[src/rtl/sdram_arb_pkg.sv]
// Shared definitions for the two-client SDRAM user-port arbiter:
// default widths, watchdog limit and FSM state encoding.
package sdram_arb_pkg;

  localparam int DEF_ADDR_W      = 24;
  localparam int DEF_DATA_W      = 16;
  localparam int DEF_LEN_W       = 9;
  localparam int DEF_TIMEOUT_CYC = 4096;

  typedef enum logic [2:0] {
    ST_IDLE = 3'd0,
    ST_ARB  = 3'd1,
    ST_CMD  = 3'd2,
    ST_XFER = 3'd3,
    ST_DONE = 3'd4
  } arb_state_e;

  // Bits needed to hold a watchdog count of 0..cyc.
  function automatic int wdog_width(input int cyc);
    return $clog2(cyc + 1);
  endfunction

endpackage

[src/rtl/sdram_rr_arb.sv]
// Two-way round-robin grant. Purely combinational; the parent keeps the
// index of the last served client and feeds it back as 'last'.
module sdram_rr_arb (
  input  logic [1:0] req,
  input  logic       last,
  output logic [1:0] gnt
);

  always_comb begin
    gnt = 2'b00;
    case (req)
      2'b01:   gnt = 2'b01;
      2'b10:   gnt = 2'b10;
      // Both asking: the client that was not served last goes first.
      2'b11:   gnt = last ? 2'b01 : 2'b10;
      default: gnt = 2'b00;
    endcase
  end

endmodule

[src/rtl/sdram_arbiter.sv]
// Shares the sdram_top user port between client 0 (CPU) and client 1 (video/DMA),
// granting whole bursts round-robin and aborting bursts that stop making progress.
module sdram_arbiter
  import sdram_arb_pkg::*;
#(
  parameter int ADDR_W      = DEF_ADDR_W,
  parameter int DATA_W      = DEF_DATA_W,
  parameter int LEN_W       = DEF_LEN_W,
  parameter int TIMEOUT_CYC = DEF_TIMEOUT_CYC
) (
  input  logic              clk_50m,
  input  logic              rst_n,

  input  logic              c0_req,
  input  logic              c0_we,
  input  logic [ADDR_W-1:0] c0_addr,
  input  logic [LEN_W-1:0]  c0_len,
  input  logic [DATA_W-1:0] c0_wdata,
  output logic              c0_wdata_ack,
  output logic [DATA_W-1:0] c0_rdata,
  output logic              c0_rvalid,
  output logic              c0_done,
  output logic              c0_err,

  input  logic              c1_req,
  input  logic              c1_we,
  input  logic [ADDR_W-1:0] c1_addr,
  input  logic [LEN_W-1:0]  c1_len,
  input  logic [DATA_W-1:0] c1_wdata,
  output logic              c1_wdata_ack,
  output logic [DATA_W-1:0] c1_rdata,
  output logic              c1_rvalid,
  output logic              c1_done,
  output logic              c1_err,

  input  logic              sdram_init_done,
  input  logic              sdram_busy,
  output logic              sdram_wr_req,
  output logic              sdram_rd_req,
  output logic [ADDR_W-1:0] sdram_wr_addr,
  output logic [ADDR_W-1:0] sdram_rd_addr,
  output logic [LEN_W-1:0]  sdwr_bytes,
  output logic [LEN_W-1:0]  sdrd_bytes,
  output logic [DATA_W-1:0] sdram_wr_data,
  input  logic              sdram_wr_ack,
  input  logic              sdram_rd_ack,
  input  logic [DATA_W-1:0] sdram_rd_data,

  output logic [2:0]        dbg_state
);

  // Handshake: a client holds cN_req with stable we/addr/len until its one-cycle
  // cN_done; each sdram_*_ack moves exactly one word, and wdata_ack/rvalid mirror
  // those acks only toward the granted client while a burst is in flight.

  localparam int WDOG_W = wdog_width(TIMEOUT_CYC);
  // The ack cycle itself is progress; abort after TIMEOUT_CYC quiet cycles.
  localparam logic [WDOG_W-1:0] WDOG_LIMIT = WDOG_W'(TIMEOUT_CYC - 1);

  arb_state_e        state;
  logic              last_q;
  logic [1:0]        gnt_q;
  logic              we_q;
  logic [LEN_W-1:0]  remain;
  logic [WDOG_W-1:0] wdog;

  logic [1:0]        arb_gnt;
  logic              sel_we;
  logic [ADDR_W-1:0] sel_addr;
  logic [LEN_W-1:0]  sel_len;
  logic              active;
  logic              cur_ack;
  logic              last_ack;
  logic              timeout;

  sdram_rr_arb u_rr_arb (
    .req  ({c1_req, c0_req}),
    .last (last_q),
    .gnt  (arb_gnt)
  );

  always_comb begin
    sel_we   = arb_gnt[1] ? c1_we   : c0_we;
    sel_addr = arb_gnt[1] ? c1_addr : c0_addr;
    sel_len  = arb_gnt[1] ? c1_len  : c0_len;
    active   = (state == ST_CMD) || (state == ST_XFER);
    cur_ack  = we_q ? sdram_wr_ack : sdram_rd_ack;
    last_ack = active && cur_ack && (remain == LEN_W'(1));
    timeout  = active && !cur_ack && (wdog == WDOG_LIMIT);
  end

  // Data steering; acks outside CMD/XFER belong to nobody.
  assign c0_wdata_ack  = sdram_wr_ack & gnt_q[0] & active;
  assign c1_wdata_ack  = sdram_wr_ack & gnt_q[1] & active;
  assign c0_rvalid     = sdram_rd_ack & gnt_q[0] & active;
  assign c1_rvalid     = sdram_rd_ack & gnt_q[1] & active;
  assign c0_rdata      = active ? sdram_rd_data : '0;
  assign c1_rdata      = active ? sdram_rd_data : '0;
  assign sdram_wr_data = gnt_q[1] ? c1_wdata : (gnt_q[0] ? c0_wdata : '0);
  assign dbg_state     = state;

  always_ff @(posedge clk_50m or negedge rst_n) begin
    if (!rst_n) begin
      state         <= ST_IDLE;
      last_q        <= 1'b1;
      gnt_q         <= 2'b00;
      we_q          <= 1'b0;
      remain        <= '0;
      wdog          <= '0;
      sdram_wr_req  <= 1'b0;
      sdram_rd_req  <= 1'b0;
      sdram_wr_addr <= '0;
      sdram_rd_addr <= '0;
      sdwr_bytes    <= '0;
      sdrd_bytes    <= '0;
      c0_done       <= 1'b0;
      c1_done       <= 1'b0;
      c0_err        <= 1'b0;
      c1_err        <= 1'b0;
    end else begin
      case (state)
        ST_IDLE: begin
          gnt_q <= 2'b00;
          if ((c0_req || c1_req) && sdram_init_done && !sdram_busy) begin
            state <= ST_ARB;
          end
        end

        ST_ARB: begin
          if (arb_gnt == 2'b00) begin
            state <= ST_IDLE;
          end else begin
            gnt_q  <= arb_gnt;
            we_q   <= sel_we;
            remain <= sel_len;
            wdog   <= '0;
            if (sel_len == '0) begin
              // Nothing to move: report an aborted burst without touching SDRAM.
              state   <= ST_DONE;
              c0_done <= arb_gnt[0];
              c1_done <= arb_gnt[1];
              c0_err  <= arb_gnt[0];
              c1_err  <= arb_gnt[1];
            end else begin
              state        <= ST_CMD;
              sdram_wr_req <= sel_we;
              sdram_rd_req <= !sel_we;
              if (sel_we) begin
                sdram_wr_addr <= sel_addr;
                sdwr_bytes    <= sel_len;
              end else begin
                sdram_rd_addr <= sel_addr;
                sdrd_bytes    <= sel_len;
              end
            end
          end
        end

        ST_CMD, ST_XFER: begin
          if (cur_ack) begin
            // sdram_top has latched the command once the first word moves.
            remain       <= remain - LEN_W'(1);
            wdog         <= '0;
            sdram_wr_req <= 1'b0;
            sdram_rd_req <= 1'b0;
            state        <= (remain == LEN_W'(1)) ? ST_DONE : ST_XFER;
          end else if (wdog == WDOG_LIMIT) begin
            sdram_wr_req <= 1'b0;
            sdram_rd_req <= 1'b0;
            state        <= ST_DONE;
          end else begin
            wdog <= wdog + WDOG_W'(1);
          end
          if (last_ack || timeout) begin
            c0_done <= gnt_q[0];
            c1_done <= gnt_q[1];
            c0_err  <= timeout & gnt_q[0];
            c1_err  <= timeout & gnt_q[1];
          end
        end

        ST_DONE: begin
          c0_done <= 1'b0;
          c1_done <= 1'b0;
          c0_err  <= 1'b0;
          c1_err  <= 1'b0;
          last_q  <= gnt_q[1];
          gnt_q   <= 2'b00;
          wdog    <= '0;
          state   <= ST_IDLE;
        end

        default: begin
          state <= ST_IDLE;
        end
      endcase
    end
  end

endmodule

[config.mk]
export PLATFORM = sky130hd
export DESIGN_NAME = sdram_arbiter
export DESIGN_NICKNAME = d
export VERILOG_FILES = /design/src/rtl/sdram_arb_pkg.sv /design/src/rtl/sdram_rr_arb.sv /design/src/rtl/sdram_arbiter.sv
export SDC_FILE = /design/constraint.sdc
export NUM_CORES = 1
export LEC_CHECK = 0
export CORE_ASPECT_RATIO = 0.75
export CORE_MARGIN = 2
export CORE_UTILIZATION = 46
export CTS_BUF_LIST = sky130_fd_sc_hd__clkbuf_8
export DETAILED_ROUTE_END_ITERATION = 7
export GPL_TIMING_DRIVEN = 0
export MAX_ROUTING_LAYER = met4
export PLACE_DENSITY_LB_ADDON = 0.05
export SLEW_MARGIN = 15
export SYNTH_ARGS = -nofsm -noshare
export SYNTH_HDL_FRONTEND = slang
export SYNTH_SLANG_ARGS = --single-unit
[constraint.sdc]
create_clock -name clk_50m -period 2.8 [get_ports clk_50m]
set_input_delay 0.56 -clock clk_50m [delete_from_list [all_inputs] [get_ports clk_50m]]
set_output_delay 0.56 -clock clk_50m [all_outputs]
set_load 0.005 [all_outputs]
== Word level (Yosys, flattened, before mapping) ==
Cells that the tools add are included.

* Input bits: 124
* Flip-flop bits (word level): 101

* Add/sub/neg operators: 2
* Equality and inequality tests: 17
* Mux-type cells: 45
* Bitwise logic cells: 13
* Reduce and logical (&&, ||, !) cells: 29

{| class="wikitable"
|+ Operators by type and width
! cell !! number
|-
| $mux 16 || 3
|-
| $mux 13 || 3
|-
| $pmux 13 s3 || 1
|-
| $mux 9 || 3
|-
| $mux 24 || 1
|-
| $mux 3 || 6
|-
| $pmux 9 s2 || 1
|-
| $mux 1 || 16
|-
| $reduce_and 4->1 || 4
|-
| $add 13x1->13 const B || 1
|-
| $eq 13x12->1 const B || 1
|-
| $ne 2x2->1 const B || 6
|-
| $pmux 1 s3 || 4
|-
| $and 1x1->1 || 10
|-
| $eq 9x1->1 const B || 1
|-
| $logic_not 9->1 || 1
|-
| $pmux 3 s3 || 1
|-
| $sub 9x1->9 const B || 1
|-
| $eq 3x2->1 const B || 2
|-
| $logic_and 1x1->1 || 6
|-
| $ne 3x3->1 const B || 2
|-
| $pmux 2 s3 || 1
|-
| $reduce_and 2->1 || 3
|-
| $reduce_and 3->1 || 2
|-
| 15 further kinds || 26
|}

== Depth between registers and ports, before layout ==
* Word-level depth: 7
* Gate-level depth with buffers: 8
* Mapped depth without buffers: 7

== By module ==
Synthesis repeated with hierarchy kept, for this count alone.

* Cell total of the unflattened synthesis: 468
* Area, all modules: 5,481.5 sq um

{| class="wikitable"
|+ By module, submodules not included
! module !! seq. area each (sq um) !! instances !! area an instance (sq um) !! cells each
|-
| sdram_arbiter || 2,528.7 || 1 || 5,462.7 || 465
|-
| sdram_rr_arb || 0.0 || 1 || 18.8 || 3
|}

== Worst setup path before layout ==
Ideal clock, no wire load.

* Path kind: register -> output
* Start: reg state[2], in the netlist dbg_state[2]
* End: out c1_rdata[0]
* Path slack: 0.764 ns
* Arrival: 1.476 ns
* Stages on the path, launching flop included: 6
* Cells stage by stage: dfrtp_1 -> and2b_4 -> clkbuf_1 -> clkbuf_1 -> and2_1 -> buf_4

* Longest elaborated chain between the ends: 3
* Elaborated cells on any way between the ends: 4

{| class="wikitable"
|+ RTL lines
! item !! RTL line !! RTL
|-
| start: declaration || sdram_arbiter.sv:60 || <nowiki>arb_state_e state;</nowiki>
|-
| start signal: assignment || sdram_arbiter.sv:166 || <nowiki>state <= (remain == LEN_W'(1)) ? ST_DONE : ST_XFER;</nowiki>
|-
| $eq 3x2->1 || sdram_arbiter.sv:86 || <nowiki>active = (state == ST_CMD) || (state == ST_XFER);</nowiki>
|-
| $logic_or 1x1->1 * || sdram_arbiter.sv:86 ||
|-
| $mux 16 * || -- ||
|-
| end: declaration || sdram_arbiter.sv:31 || <nowiki>output logic [DATA_W-1:0] c1_rdata,</nowiki>
|}

Every way passes the cells marked *; elsewhere a longest branch is shown, timed or not.

== Worst setup path in the final report ==
* Start: reg state[2], in the netlist dbg_state[2]
* End: out c1_rvalid

* Longest elaborated chain between the ends: 3
* Elaborated cells on any way between the ends: 4

{| class="wikitable"
|+ RTL lines
! item !! RTL line !! RTL
|-
| $eq 3x2->1 || sdram_arbiter.sv:86 ||
|-
| $logic_or 1x1->1 * || sdram_arbiter.sv:86 ||
|-
| $and 1x1->1 * || sdram_arbiter.sv:96 || <nowiki>assign c1_rvalid = sdram_rd_ack & gnt_q[1] & active;</nowiki>
|-
| end: declaration || sdram_arbiter.sv:32 || <nowiki>output logic c1_rvalid,</nowiki>
|}

Marked as above.

==> key figures <==
Logic synthesis
  • Synth Area in Adders: less than 1%
  • Largest cells by area after synthesis: dfrtp_1 (48%), nand2_1 (6.7%), mux2i_1 (6.7%)
  • Post-synth EDFFs: 0
  • Sequential element share of the synthesized area: between 40% and 50%
  • Synth Instances: 543
  • Number of synthesized register bits: between 100 and 150
  • Dominant combinational cell family by area after synthesis: simple AND/OR/NAND/NOR gates
  • Multiplexer share of the synthesized area: 7.94%
  • Synth Cell Area: 5260 µm²
  • Top cells by count, synth: dfrtp_1 (100), nand2_1 (94), o21ai_1 (61), mux2i_1 (35), o21ai_0 (27)
  • Synth unique cells: 66
  • Post-synth top area cell: dfrtp_1
  • Asr flop ratio synth: 100%
  • Top_reg_cell synth: dfrtp_1
  • Average cell area after synthesis: 9.69 µm²
  • Area share of the largest cell type after synthesis: 47.6%
  • Synth Area in XOR/XNOR: 0.666%
  • Synth warn: 0
  • Synthesized Nets: 670
  • Synth Area in Simple Gates: 18.3%
  • Synth Area in Compound Gates: approximately 17%
  • Most numerous cell in the Yosys netlist: dfrtp_1

Drt
  • Detail-routed via count per cell: 5.61
  • DRC viols: 0
  • Drt total wl: 18.5 mm
  • Drt first pass iters: 5
  • Routed vias: 5339
  • Iter 0 DRT Violations: just under 400
  • Wirelength per Cell: 19.5 µm
  • Post-DRT Antenna Nets: 0

Hold path
  • HP Class: in2async

Die
  • IO Count: 251
  • Row cnt: 33
  • Initial Util: 47.7%
  • Total die area: 12300 µm²
  • Die height: 96.6 µm
  • Core footprint: between 10000 and 15000 µm²
  • Die span in x: 127 µm

Clocking
  • Clock transition at path regs: 0.10 ns
  • Root Buffer: clkbuf_8
  • CTS tree: done
  • # hold bufs at CTS: 0
  • Htree depth: 3
  • Total CTS buffers: 9
  • Clock Latency Late Sink: about 0.37 ns
  • CTS Buffer Depth: 2
  • Clock Sinks: 101

Run
  • Max-cap violations: 0

Timing
  • Final period utilization: 97.5%
  • Hold Vio Cnt, Final: 0
  • Final Skew: 0.00620 ns
  • Final setup viols: 0
  • Max frequency: 366 MHz
  • Final Max Tran Viols: 0
  • Setup TNS: 0 ns
  • Min cycle time layout: about 2.7 ns
  • RSZ-0062 raised after global routing: false
  • Max-Slew Margin vs Limit: 58.5%
  • Slew @ Worst Pin: 0.616 ns

Cells and area
  • Multi-input gate area: 2370 µm²
  • Fill count: 812
  • Core Util, Final: about 74%
  • Register area: 2530 µm²
  • ANT cells: 0
  • Post-layout nets: about 930
  • Area Growth Syn to Fin: 55.4%
  • Fraction of layout cells with a size suffix above 1: 10.4%

Setup path
  • CP bufs+invs: 2
  • Peak fanout along the critical path: 10
  • Crit end category: primary output
  • Worst r2r src: remain[0]
  • Cell family with most CP delay: buffers and inverters
  • Setup CP Type: reg2out
  • Register-to-Register Path Depth: 6
  • Stages on worst setup path: 4
  • Crit start category: register
  • R2R Setup Slk: 0.68 ns
  • Critical path required time: 2.24 ns
  • Crit path arrival time: 2.17 ns
  • Terminus of the critical flop-to-flop path: remain[6]
  • CP max stage cell: clkdlybuf4s50_1
  • CP Cell Sequence: and2b_4, buf_2, and3_1, clkdlybuf4s50_1
  • Worst path max stage delay: 0.60 ns

Pwr
  • VDD IR max: 0.000456 V
  • Pleak: 0.00355 µW
  • PD cells: between 900 and 1000 nW/µm²

Global routing
  • Antenna violations before repair: 0
  • Remaining Overflow, GRT: 0
  • Vias in the first global route: 5284
  • GRT Util Overall: 31.0%
  • Largest net degree at the start of global routing: 54
  • First-pass GRT wire length: about 29 mm

Placed design
  • DP Wirelength: 14.9 mm
  • I/O Buffers: 250
  • Gp weighted congestion: 0.932

Outcome
  • Outcome: finished clean
layer usage:
metal	up-vias	global-route usage [%]	routed length [µm]
met4	0	15.4	912
li1	2443	-	-
met1	2567	36.3	7240
met2	270	49.8	8810
met5	-	-	0
met3	59	7.69	1570
layout by cell type, fill, tap and decap left out, types with 7 or more instances in the layout:
cell type / netlist / layout
o21ai_0: 27 / 27
nor3_1: 7 / 7
clkdlybuf4s50_1: 0 / 249
buf_4: 20 / 23
clkbuf_8: 0 / 10
buf_6: 9 / 10
nand3_1: 7 / 7
nand2_1: 94 / 94
buf_2: 5 / 7
and2_1: 17 / 17
mux2i_1: 35 / 35
o21ai_1: 61 / 61
inv_1: 8 / 8
a22o_1: 18 / 18
dfrtp_1: 100 / 99
a21oi_1: 13 / 13
clkbuf_1: 14 / 9
nor2_1: 22 / 22
metrics by stage:
step	instances	power, µW	hold WS [ns]	area, µm²	worst slack (ns)
after floorplan	543	4360	0.264	5260	0.764
after global placement	933	6530	0.467	7940	-2.51
after detailed placement	934	6700	0.464	7970	-0.0803
after CTS	950	7600	0.135	8160	0.0317
after global routing	951	8090	0.150	8170	0.00515
final	951	7600	0.127	8170	0.0701
worst register-to-register path: cells and delay by family, from the launching register on:
family | cells | cell delay (ns)
buf+inv | 1 | 0.09
simple gates | 2 | 0.86
fa+ha+maj | 1 | 0.19
flops | 1 | 0.43
compound gates | 2 | 0.46
power breakdown:
group / leakage (µW) / internal, µW / switching, µW
registers: 0.00128 / 2050 / 387
logic: 0.00217 / 2350 / 1950
clock network: 0.0000889 / 352 / 515
total: 0.00355 / 4750 / 2850
final cells by class:
class	count	share of cell area, %
Timing Repair Buffer	253	31.1
Sequential cell	101	31.0
Multi-Input combinational cell	386	29.0
Buffer	47	4.10
Tap cell	140	2.14
Clock buffer	10	1.68
Clock inverter	6	0.566
Inverter	8	0.367
registers in the layout, indices dropped and copies added, names as in the netlist:
| signal | count |
|---|---|
| sdram_rd_addr | 24 |
| sdram_wr_addr | 24 |
| wdog | 13 |
| remain | 9 |
| sdrd_bytes | 9 |
| sdwr_bytes | 9 |
| dbg_state | 3 |
| gnt_q | 2 |
| c0_done | 1 |
| c0_err | 1 |
| c1_done | 1 |
| c1_err | 1 |
| last_q | 1 |
| sdram_rd_req | 1 |
| sdram_wr_req | 1 |
| we_q | 1 |
how the worst max path moves through the flow:
stage / startpoint / endpoint / slack, ns
5_1_grt: dbg_state[2] / c1_rdata[9] / 0.005
2_1_floorplan: dbg_state[2] / c1_rdata[0] / 0.76
3_3_place_gp: rst_n / sdram_wr_addr[2] / -2.51
3_5_place_dp: dbg_state[2] / c1_rdata[15] / -0.08
4_1_cts: gnt_q[0] / sdram_wr_data[14] / 0.03
6_report: dbg_state[2] / c1_rvalid / 0.07
cells by family (layout without fill, tap and decap cells):
group / Yosys count / after routing
AND/OR/NAND/NOR: 190 / 190
buffers and inverters: 56 / 324
multiplexers: 41 / 41
adder cells (fa/ha/maj): 3 / 3
AO/OA/AOI/OAI: 148 / 148
XOR/XNOR: 4 / 4
flip-flops: 101 / 101
repair_timing:
action / in CTS / in global routing
endpoints found under the setup margin: 46 / 14
pin swaps: 0 / 0
gates resized for setup: 5 / 6
setup buffers: 1 / 1
No activity file was read; power rests on OpenSTA's default activity.
